$ cat src/rtl/fwd_hazard_ctrl.sv
// fwd_hazard_ctrl
//   Forwarding and load-use hazard controller for the integer pipeline.
//   Keeps a shadow scoreboard of the destination registers in flight across
//   DEPTH post-ID stages (stage 1 = EX, stage DEPTH = write-back). Every cycle
//   it checks each source operand of the instruction in ID against the
//   scoreboard. It then either registers per-source bypass selects for the
//   consumer's EX cycle, or raises a load-use stall and inserts a bubble.
//
// Ports
//   clk          clock
//   rst          asynchronous active-high reset
//   id_valid     ID holds a valid instruction
//   id_rs_addr   source addresses, src i at [i*RF_AWIDTH +: RF_AWIDTH]
//   id_rs_used   src i is actually read
//   id_rd_addr   destination address of the ID instruction
//   id_rd_wen    ID instruction writes the register file
//   id_is_load   ID instruction is a load
//   flush        kill the instruction in ID (branch redirect)
//   ext_stall    whole pipeline frozen (memory wait)
//   stall_id     hold PC/IF/ID this cycle (combinational)
//   fwd_sel_ex   per-source bypass select for the instruction now in EX;
//                0 = register file, k = output of stage k
//   stall_cnt    saturating count of hazard bubbles
module fwd_hazard_ctrl #(
    parameter int unsigned RF_AWIDTH  = 5,
    parameter int unsigned NUM_SRC    = 2,
    parameter int unsigned DEPTH      = 3,
    parameter int unsigned LOAD_STAGE = 3,
    parameter int unsigned CNT_W      = 32,
    localparam int unsigned SW        = $clog2(DEPTH + 1)
) (
    input  logic                         clk,
    input  logic                         rst,
    input  logic                         id_valid,
    input  logic [NUM_SRC*RF_AWIDTH-1:0] id_rs_addr,
    input  logic [NUM_SRC-1:0]           id_rs_used,
    input  logic [RF_AWIDTH-1:0]         id_rd_addr,
    input  logic                         id_rd_wen,
    input  logic                         id_is_load,
    input  logic                         flush,
    input  logic                         ext_stall,
    output logic                         stall_id,
    output logic [NUM_SRC*SW-1:0]        fwd_sel_ex,
    output logic [CNT_W-1:0]             stall_cnt
);

    // Scoreboard, index k = pipeline stage (1 = EX .. DEPTH = WB)
    logic                 v_q  [1:DEPTH];
    logic [RF_AWIDTH-1:0] rd_q [1:DEPTH];
    logic                 ld_q [1:DEPTH];

    logic [NUM_SRC*SW-1:0] fwd_sel_q, fwd_sel_d;
    logic [NUM_SRC*SW-1:0] sel_calc;
    logic [NUM_SRC-1:0]    haz_src;
    logic [RF_AWIDTH-1:0]  rs_cur;
    logic                  hazard;
    logic                  bubble;
    logic                  s1_v_d;
    logic [RF_AWIDTH-1:0]  s1_rd_d;
    logic                  s1_ld_d;
    logic [CNT_W-1:0]      cnt_q, cnt_d;

    // Per-source match. Stages are scanned oldest to youngest, so the
    // youngest (lowest k) match is the one left standing. The producer moves
    // on together with the consumer, so a match at stage k is read from
    // stage k+1 next cycle. A match at stage DEPTH commits this cycle and is
    // served by register-file write-through (select 0).
    always_comb begin
        sel_calc = '0;
        haz_src  = '0;
        rs_cur   = '0;
        for (int unsigned i = 0; i < NUM_SRC; i++) begin
            rs_cur = id_rs_addr[i*RF_AWIDTH +: RF_AWIDTH];
            if (id_valid && id_rs_used[i] && (rs_cur != '0)) begin
                for (int unsigned j = 0; j < DEPTH; j++) begin
                    if (v_q[DEPTH-j] && (rd_q[DEPTH-j] == rs_cur)) begin
                        sel_calc[i*SW +: SW] = '0;
                        haz_src[i]           = 1'b0;
                        if ((DEPTH - j) < DEPTH) begin
                            if (ld_q[DEPTH-j] && ((DEPTH - j + 1) < LOAD_STAGE)) begin
                                haz_src[i] = 1'b1;
                            end else begin
                                sel_calc[i*SW +: SW] = SW'(DEPTH - j + 1);
                            end
                        end
                    end
                end
            end
        end
    end

    assign hazard   = |haz_src;
    assign stall_id = hazard && !flush && !ext_stall && !rst;

    // A flush takes precedence over a hazard: both insert a bubble, but only
    // a hazard bubble is counted.
    always_comb begin
        bubble    = flush || hazard;
        s1_v_d    = 1'b0;
        s1_rd_d   = '0;
        s1_ld_d   = 1'b0;
        fwd_sel_d = '0;
        cnt_d     = cnt_q;
        if (!bubble) begin
            s1_v_d    = id_valid && id_rd_wen && (id_rd_addr != '0);
            s1_rd_d   = id_rd_addr;
            s1_ld_d   = id_is_load;
            fwd_sel_d = sel_calc;
        end
        if (!flush && hazard && (cnt_q != '1)) begin
            cnt_d = cnt_q + CNT_W'(1);
        end
    end

    always_ff @(posedge clk or posedge rst) begin
        if (rst) begin
            for (int unsigned k = 1; k <= DEPTH; k++) begin
                v_q[k]  <= 1'b0;
                rd_q[k] <= '0;
                ld_q[k] <= 1'b0;
            end
            fwd_sel_q <= '0;
            cnt_q     <= '0;
        end else if (!ext_stall) begin
            for (int unsigned k = 2; k <= DEPTH; k++) begin
                v_q[k]  <= v_q[k-1];
                rd_q[k] <= rd_q[k-1];
                ld_q[k] <= ld_q[k-1];
            end
            v_q[1]    <= s1_v_d;
            rd_q[1]   <= s1_rd_d;
            ld_q[1]   <= s1_ld_d;
            fwd_sel_q <= fwd_sel_d;
            cnt_q     <= cnt_d;
        end
    end

    assign fwd_sel_ex = fwd_sel_q;
    assign stall_cnt  = cnt_q;

endmodule

$ cat config.mk
export PLATFORM = sky130hd
export DESIGN_NAME = fwd_hazard_ctrl
export DESIGN_NICKNAME = d
export VERILOG_FILES = /design/src/rtl/fwd_hazard_ctrl.sv
export SDC_FILE = /design/constraint.sdc
export NUM_CORES = 1
export LEC_CHECK = 0
export BUFFER_PORTS_ARGS = -buffer_cell sky130_fd_sc_hd__buf_2
export CAP_MARGIN = 40
export CELL_PAD_IN_SITES_DETAIL_PLACEMENT = 0
export CELL_PAD_IN_SITES_GLOBAL_PLACEMENT = 1
export CORE_MARGIN = 2
export CORE_UTILIZATION = 44
export DETAILED_ROUTE_END_ITERATION = 12
export GPL_TIMING_DRIVEN = 0
export PLACE_DENSITY_LB_ADDON = 0.1
export SETUP_SLACK_MARGIN = 0.15
export SYNTH_ARGS = -nofsm -noshare
export SYNTH_HDL_FRONTEND = slang
export SYNTH_SLANG_ARGS = --single-unit
$ cat constraint.sdc
create_clock -name clk -period 4.95 [get_ports clk]
set_input_delay 0 -clock clk [delete_from_list [all_inputs] [get_ports clk]]
set_output_delay 0 -clock clk [all_outputs]
set_load 0.05 [all_outputs]
==> qor.yml, run 1 <==
outcome: "completed"
path_max_fanout: 10
grt_pass1_wl_um: 10100
routed_wl_um: 5900
io_pins: 61
synth_warnings: 0
die_x_um: 80.2
fin_util: 0.562
min_path_type: "primary input to flip-flop"
wl_per_cell_um: 15.4
core_mm2: 0.00557
dp_slack_ns: 2.49
num_rows: 27
cp_top_family: "simple AND/OR/NAND/NOR gates"
place_congestion: 0.831
post_cts_resized: 0
clock_latency_ns: 0.30
diodes: 0
drv_cap: 0
cp_num_buf_inv: 2
crit_slowest_cell: "nor4_4"
switching_share: 0.236
worstPathRequired_ns: 5.14
timing.critical_path.from_type: "flip-flop"
fmax_ghz: 0.400
port_buffers: 59
synthesis.area_mm2: 0.00256
clock_sinks: 49
fin_crit_sh: 0.505
period_needed_ns: 2.50
multiInputGateArea_mm2: 0.00125
clock_path_buffers: 2
antenna_left: 0
hold_viol: 0
design.die.area_mm2: 0.00644
slew_viol_final: 0
crit_chain: "nand4_1 > nor4_4 > nand4_1 > o21ai_1 > buf_4 > buf_6 > mux2_1"
synth-simple-area-share: 0.217
setup_slack_ns: 2.45
power_leakage_nw: 1.59
drive_gt1_frac: 0.293
ir_drop_mv: 0.130
grt_use_total: 0.203
grt_max_degree: 30
synthArstFlopShare: 1.00
cts_tree: "built"
dp_hpwl_um: 4380
synth-edff-count: 0
pwr-share-clk: 0.344
ys_seq_elements: 49
combinationalPowerShare: 0.092
synth_xor_area_frac: 0.175
critPathMaxStageDelay_ns: 0.57
seqCellArea_mm2: 0.00123
max_slew_margin: 0.606
initial_core_util: 0.459
synth_fp_nets: 261
root_buffer: "clkbuf_8"
power.density_mw_per_mm2: 239
ys_types: 35
yosys.area_share.adder: 0.00489
criticalPathCategory: "flip-flop to flip-flop"
setup_viol: 0
worstPathArrival_ns: 2.68
p_seq_frac: 0.564
p_int_mw: 0.571
synth_compound_area_frac: 0.0636
clkTransAtPathRegs_ns: 0.09
first_pass_iters: 4
synthMuxAreaShare: 0.0308
vias: 2036
cts_buffers: 5
synthFlopType: "dfrtp_1"
postCtsSetupRepairBufs: 0
drc_errors: 0
drt-initial-drc-count: 116
worstSetupEndpointType: "flip-flop"
die_y_um: 80.2
h-tree-depth: 2
antenna_found_initial: 0
crit_path_frequent_cell: "nand4_1"
overflow: 0
rsz0062_at_grt: "no"
synth.yosys.seq_area_share: 0.480
num-fill-cells: 536
p_sw_mw: 0.176
worst_clock_skew_ns: 0.00592
via_per_inst: 5.32
synth_top_family_by_area: "simple AND/OR/NAND/NOR gates"
first_global_vias: 2064
fin_setup_tns_ns: 0
tightest_slew_ns: 0.585
syn_inst: 236
synth.avg_cell_area_um2: 10.8
syn_to_final_growth_pct: 22.6
layout.nets: 335
[cell usage in the layout, fill, tap and decap left out, types with 2 or more instances in the layout]
master,Yosys,final
a21boi_0,2,2
nor3_2,3,3
a32o_1,4,4
or2_2,3,3
nand3_1,12,12
clkbuf_8,0,7
nand2_1,17,17
nor2_1,10,10
o211ai_1,2,2
dlygate4sd3_1,0,7
or3_1,2,2
nor3_1,5,5
buf_2,3,62
xor2_1,30,30
nor4_1,16,16
or4_1,4,4
nor4b_1,3,3
nand4_1,12,12
mux2_2,6,6
o21ai_0,2,2
xnor2_1,21,21
a22o_1,7,7
inv_1,8,7
clkbuf_1,3,3
dfrtp_1,49,49
[final timing paths]
path / from / end / slack (ns) / cells after the start
min in group asynchronous: rst / stall_cnt[16]$_DFFE_PP0P_ / 0.27 / 3
hold reg to reg: fwd_sel_ex[0]$_DFFE_PP0N_ / fwd_sel_ex[0]$_DFFE_PP0N_ / 0.49 / 1
setup / recovery: stall_cnt[20]$_DFFE_PP0P_ / stall_cnt[1]$_DFFE_PP0P_ / 2.45 / 7
hold / removal: id_rd_wen / v_q[2]$_DFFE_PP0N_ / 0.1 / 3
max in group asynchronous: rst / fwd_sel_ex[2]$_DFFE_PP0N_ / 4.16 / 4
setup reg to reg: stall_cnt[20]$_DFFE_PP0P_ / stall_cnt[1]$_DFFE_PP0P_ / 2.45 / 7
[sequential cells by signal (all words and copies together), names as in the netlist]
signal,count
ld_q,1
fwd_sel_ex,4
stall_cnt,32
rd_q,10
v_q,2
[cell type report]
class / instances / area share
Clock buffer: 7 / 0.0308
Timing Repair Buffer: 67 / 0.123
Clock inverter: 1 / 0.00160
Tap cell: 72 / 0.0288
Buffer: 8 / 0.0144
Sequential cell: 49 / 0.391
Inverter: 8 / 0.00958
Multi-Input combinational cell: 171 / 0.401
[worst register-to-register path, stage by stage (launching register included)]
cell and delay (ns):
dfrtp_1 0.44, nand4_1 0.26, nor4_4 0.57, nand4_1 0.23, o21ai_1 0.16, buf_4 0.22, buf_6 0.17, mux2_1 0.33
[power groups by stage]
stage	Sequential [mW]	Combinational, mW	Clock (mW)
3_5_place_dp	0.429	0.0659	0
3_3_place_gp	0.429	0.0623	0
6_report	0.421	0.0687	0.257
4_1_cts	0.421	0.0700	0.268
2_1_floorplan	0.427	0.0408	0
5_1_grt	0.423	0.0771	0.284
[per-stage QoR]
stage	hold WS, ns	std cells	area, um^2	power [mW]
after detailed placement	0.0607	368	2960	0.495
final	0.0959	383	3130	0.747
after global placement	0.214	367	2940	0.491
after floorplan	0.128	236	2560	0.467
after CTS	0.0796	383	3130	0.759
after global routing	0.112	383	3130	0.784
[cell families (layout without fill, tap and decap cells)]
family                   after synthesis  after routing
AO/OA/AOI/OAI                         20             20
XOR/XNOR                              51             51
adder cells (fa/ha/maj)                1              1
buffers and inverters                 16             91
flip-flops                            49             49
multiplexers                           7              7
AND/OR/NAND/NOR                       92             92
[metal layers]
| layer | routed length (um) | GRT usage | vias up | share of wire |
|---|---|---|---|---|
| li1 | - | - | 1001 | - |
| met1 | 2600 | 0.260 | 974 | 0.44 |
| met2 | 3010 | 0.343 | 57 | 0.51 |
| met3 | 236 | 0.0393 | 4 | 0.040 |
| met4 | 52 | 0.0661 | 0 | 0.0088 |
| met5 | 0 | 0 | - | 0 |
[synthesized netlist by cell type (all sizes together), types with 2 or more instances]
library cell,n,area (um^2)
a21boi,2,15.0
a22o,7,61.3
a32o,4,40.0
buf,5,33.8
clkbuf,3,11.3
dfrtp,49,1230
inv,8,30.0
mux2,7,78.8
nand2,17,63.8
nand3,13,77.6
nand4,12,75.1
nor2,10,37.5
nor3,8,55.1
nor4,18,134
nor4b,3,26.3
o211ai,2,15.0
o21ai,3,15.0
or2,3,18.8
or3,3,23.8
or4,4,30.0
xnor2,21,184
xor2,30,263
[what timing repair did]
item / 4_1_cts / 5_1_grt
hold buffers: 7 / 0
endpoints found under the setup margin: 0 / 0
hold endpoints to repair: 26 / 0
Note: power is estimated with default switching activity, not from simulation.
==> inputs of run 2 (changes only) <==
- CORE_UTILIZATION: 44 -> 37
- clock period: 4.95 -> 2.2 ns (I/O delays scaled with it)
==> run 2 against run 1 <==
Sequential cell count unchanged. Combinational power up 140%. Largest power group unchanged. Sequential power up 130%. Highest routed layer unchanged. Clock skew up 0.0027 ns. First-iteration DRC count fell by 27%. Critical endpoint is now stall_cnt[15]$_DFFE_PP0P_.
==> qor.yml, run 2 (same netlist as run 1, synthesis figures left out) <==
outcome: "completed"
grt_pass1_wl_um: 10300  # +2.9%
diodes: 0  # unchanged
setup_viol: 0  # unchanged
tightest_slew_ns: 0.895  # +0.310 ns
first_global_vias: 2029  # -1.7%
fin_crit_sh: 0.939  # +0.434
layout_commonest_cell: "buf_2"
wl_per_cell_um: 16.0  # +3.7%
via_per_inst: 5.17  # -2.8%
rsz0062_at_grt: "yes"
place_congestion: 0.760  # -8.5%
overflow: 0  # unchanged
layout_common_cells: "buf_2 (61), xor2_1 (30), dfrtp_2 (28)"
vias: 2109  # +3.6%
criticalPathCategory: "flip-flop to flip-flop"
worst_r2r_endpoint: "stall_cnt[15]$_DFFE_PP0P_"
min_path_cells: 3  # unchanged
hold_viol: 0  # unchanged
worst_clock_skew_ns: 0.00866  # +0.00274 ns
drv_cap: 0  # unchanged
drc_errors: 0  # unchanged
clock_latency_ns: 0.30  # about the same
worstPathRequired_ns: 2.43  # -2.71 ns
max_slew_margin: 0.403  # -0.203
worstPathArrival_ns: 2.29  # -0.39 ns
ff2ff_path_depth: 6  # -1
place_area_mm2: 0.00302  # +1.8%
worstHoldEndpoint: "v_q[2]$_DFFE_PP0N_"
path_max_fanout: 8  # -2
timing.critical_path.from_type: "flip-flop"
clkTransAtPathRegs_ns: 0.09  # about the same
largest_reg_flops: 32  # unchanged
die_y_um: 87.1  # +8.6%
period_needed_ns: 2.07  # -0.433 ns
hold_ws_ns: 0.0685  # -0.0274 ns
design.die.area_mm2: 0.00759  # +18%
port_buffers: 59  # unchanged
fmax_ghz: 0.484  # +21%
die_x_um: 87.1  # +8.6%
min_path_type: "primary input to flip-flop"
layout.nets: 352  # +5.1%
syn_to_final_growth_pct: 37.6
antenna_found_initial: 0  # unchanged
core_mm2: 0.00676  # +21%
final_cell_area_mm2: 0.00352  # +12%
ff2ff_setup_slack_ns: 0.13  # -2.32 ns
antenna_left: 0  # unchanged
cts_buffers: 5  # unchanged
grt_use_total: 0.174  # -0.0286
cts_tree: "built"
place_inst: 376  # +2.2%
h-tree-depth: 2  # unchanged
hp-start: "id_rd_wen"
r2r-start: "stall_cnt[6]$_DFFE_PP0P_"
power.density_mw_per_mm2: 463  # +94%
io_pins: 61  # unchanged
dp_hpwl_um: 4530  # +3.6%
drt-initial-drc-count: 85  # -27%
slew_viol_final: 0  # unchanged
worstSetupEndpointType: "flip-flop"
num_rows: 30  # +11%
grt_max_degree: 34  # +13%
finalNonFillerCells: 408  # +6.5%
root_buffer: "clkbuf_8"
ir_drop_mv: 0.227  # +75%
first_pass_iters: 4  # unchanged
drive_gt1_frac: 0.482  # +0.189
clock_path_buffers: 2  # unchanged
clock_sinks: 49  # unchanged
power_leakage_nw: 1.79  # +13%
routed_wl_um: 6510  # +10%
initial_core_util: 0.378  # -0.0803
run 2: cell count changes in the layout (fill, tap and decap cells not counted), moves of 3 or more:
cell | before | now
dfrtp_1 | 49 | 21
nor3_4 | 0 | 4
nor4_4 | 1 | 6
nor3_1 | 5 | 2
buf_4 | 1 | 17
dfrtp_2 | 0 | 28
nor4b_1 | 3 | 0
nor4_1 | 16 | 6
nor4_2 | 1 | 6
run 2: where the power goes:
| part | total (mW) | internal [mW] | switching (mW) |
|---|---|---|---|
| clock | 0.516 | 0.221 | 0.295 |
| combinational | 0.165 | 0.0814 | 0.0833 |
| sequential | 0.948 | 0.921 | 0.0265 |
run 2: worst max path at each step:
stage,start,to,cells past startpoint
after floorplan,stall_cnt[28]$_DFFE_PP0P_,stall_cnt[1]$_DFFE_PP0P_,7
after global placement,stall_cnt[21]$_DFFE_PP0P_,stall_cnt[1]$_DFFE_PP0P_,7
after detailed placement,stall_cnt[21]$_DFFE_PP0P_,stall_cnt[1]$_DFFE_PP0P_,7
after CTS,stall_cnt[20]$_DFFE_PP0P_,stall_cnt[1]$_DFFE_PP0P_,7
after global routing,rd_q[11]$_DFFE_PP0N_,stall_cnt[9]$_DFFE_PP0P_,8
final,stall_cnt[6]$_DFFE_PP0P_,stall_cnt[15]$_DFFE_PP0P_,6
run 2: critical path, stage by stage (launching register included):
cell,delay (ns)
dfrtp_2,0.40
nand4_1,0.28
or4_4,0.50
buf_6,0.17
or3_4,0.36
nor2_1,0.14
xor2_1,0.15
run 2: metal layers:
metal / vias up / share of wire / global-route usage / wire (um)
li1: 1031 / - / - / -
met1: 1034 / 0.50 / 0.260 / 3280
met2: 40 / 0.45 / 0.256 / 2940
met3: 4 / 0.039 / 0.0360 / 256
met4: 0 / 0.0061 / 0.0476 / 40
met5: - / 0 / 0 / 0
run 2: cell type report:
class | instances | area [um^2]
fill | 625 | 3240
clock inverter | 2 | 10.0
multi-input combinational | 171 | 1450
buffer | 7 | 62.6
clock buffer | 6 | 72.6
tap | 80 | 100
inverter | 8 | 30.0
timing repair buffer | 85 | 531
sequential | 49 | 1260
run 2: timing repair:
item	in CTS	in global routing
resized for setup	12	31
hold buffers	7	0
setup buffers	3	13
pin swaps	5	10
hold endpoints to repair	22	0
endpoints found under the setup margin	33	41
gates cloned	0	2
run 2: stage by stage:
step                      TNS [ns]  setup WS [ns]   util  power, mW
after floorplan                  0         0.0673      -       1.05
after global placement      -0.770         -0.151  0.443       1.11
after detailed placement    -0.724         -0.143  0.446       1.11
after CTS                        0         0.0785  0.481       1.65
after global routing             0         0.0216  0.521       1.70
final                            0          0.135  0.521       1.63
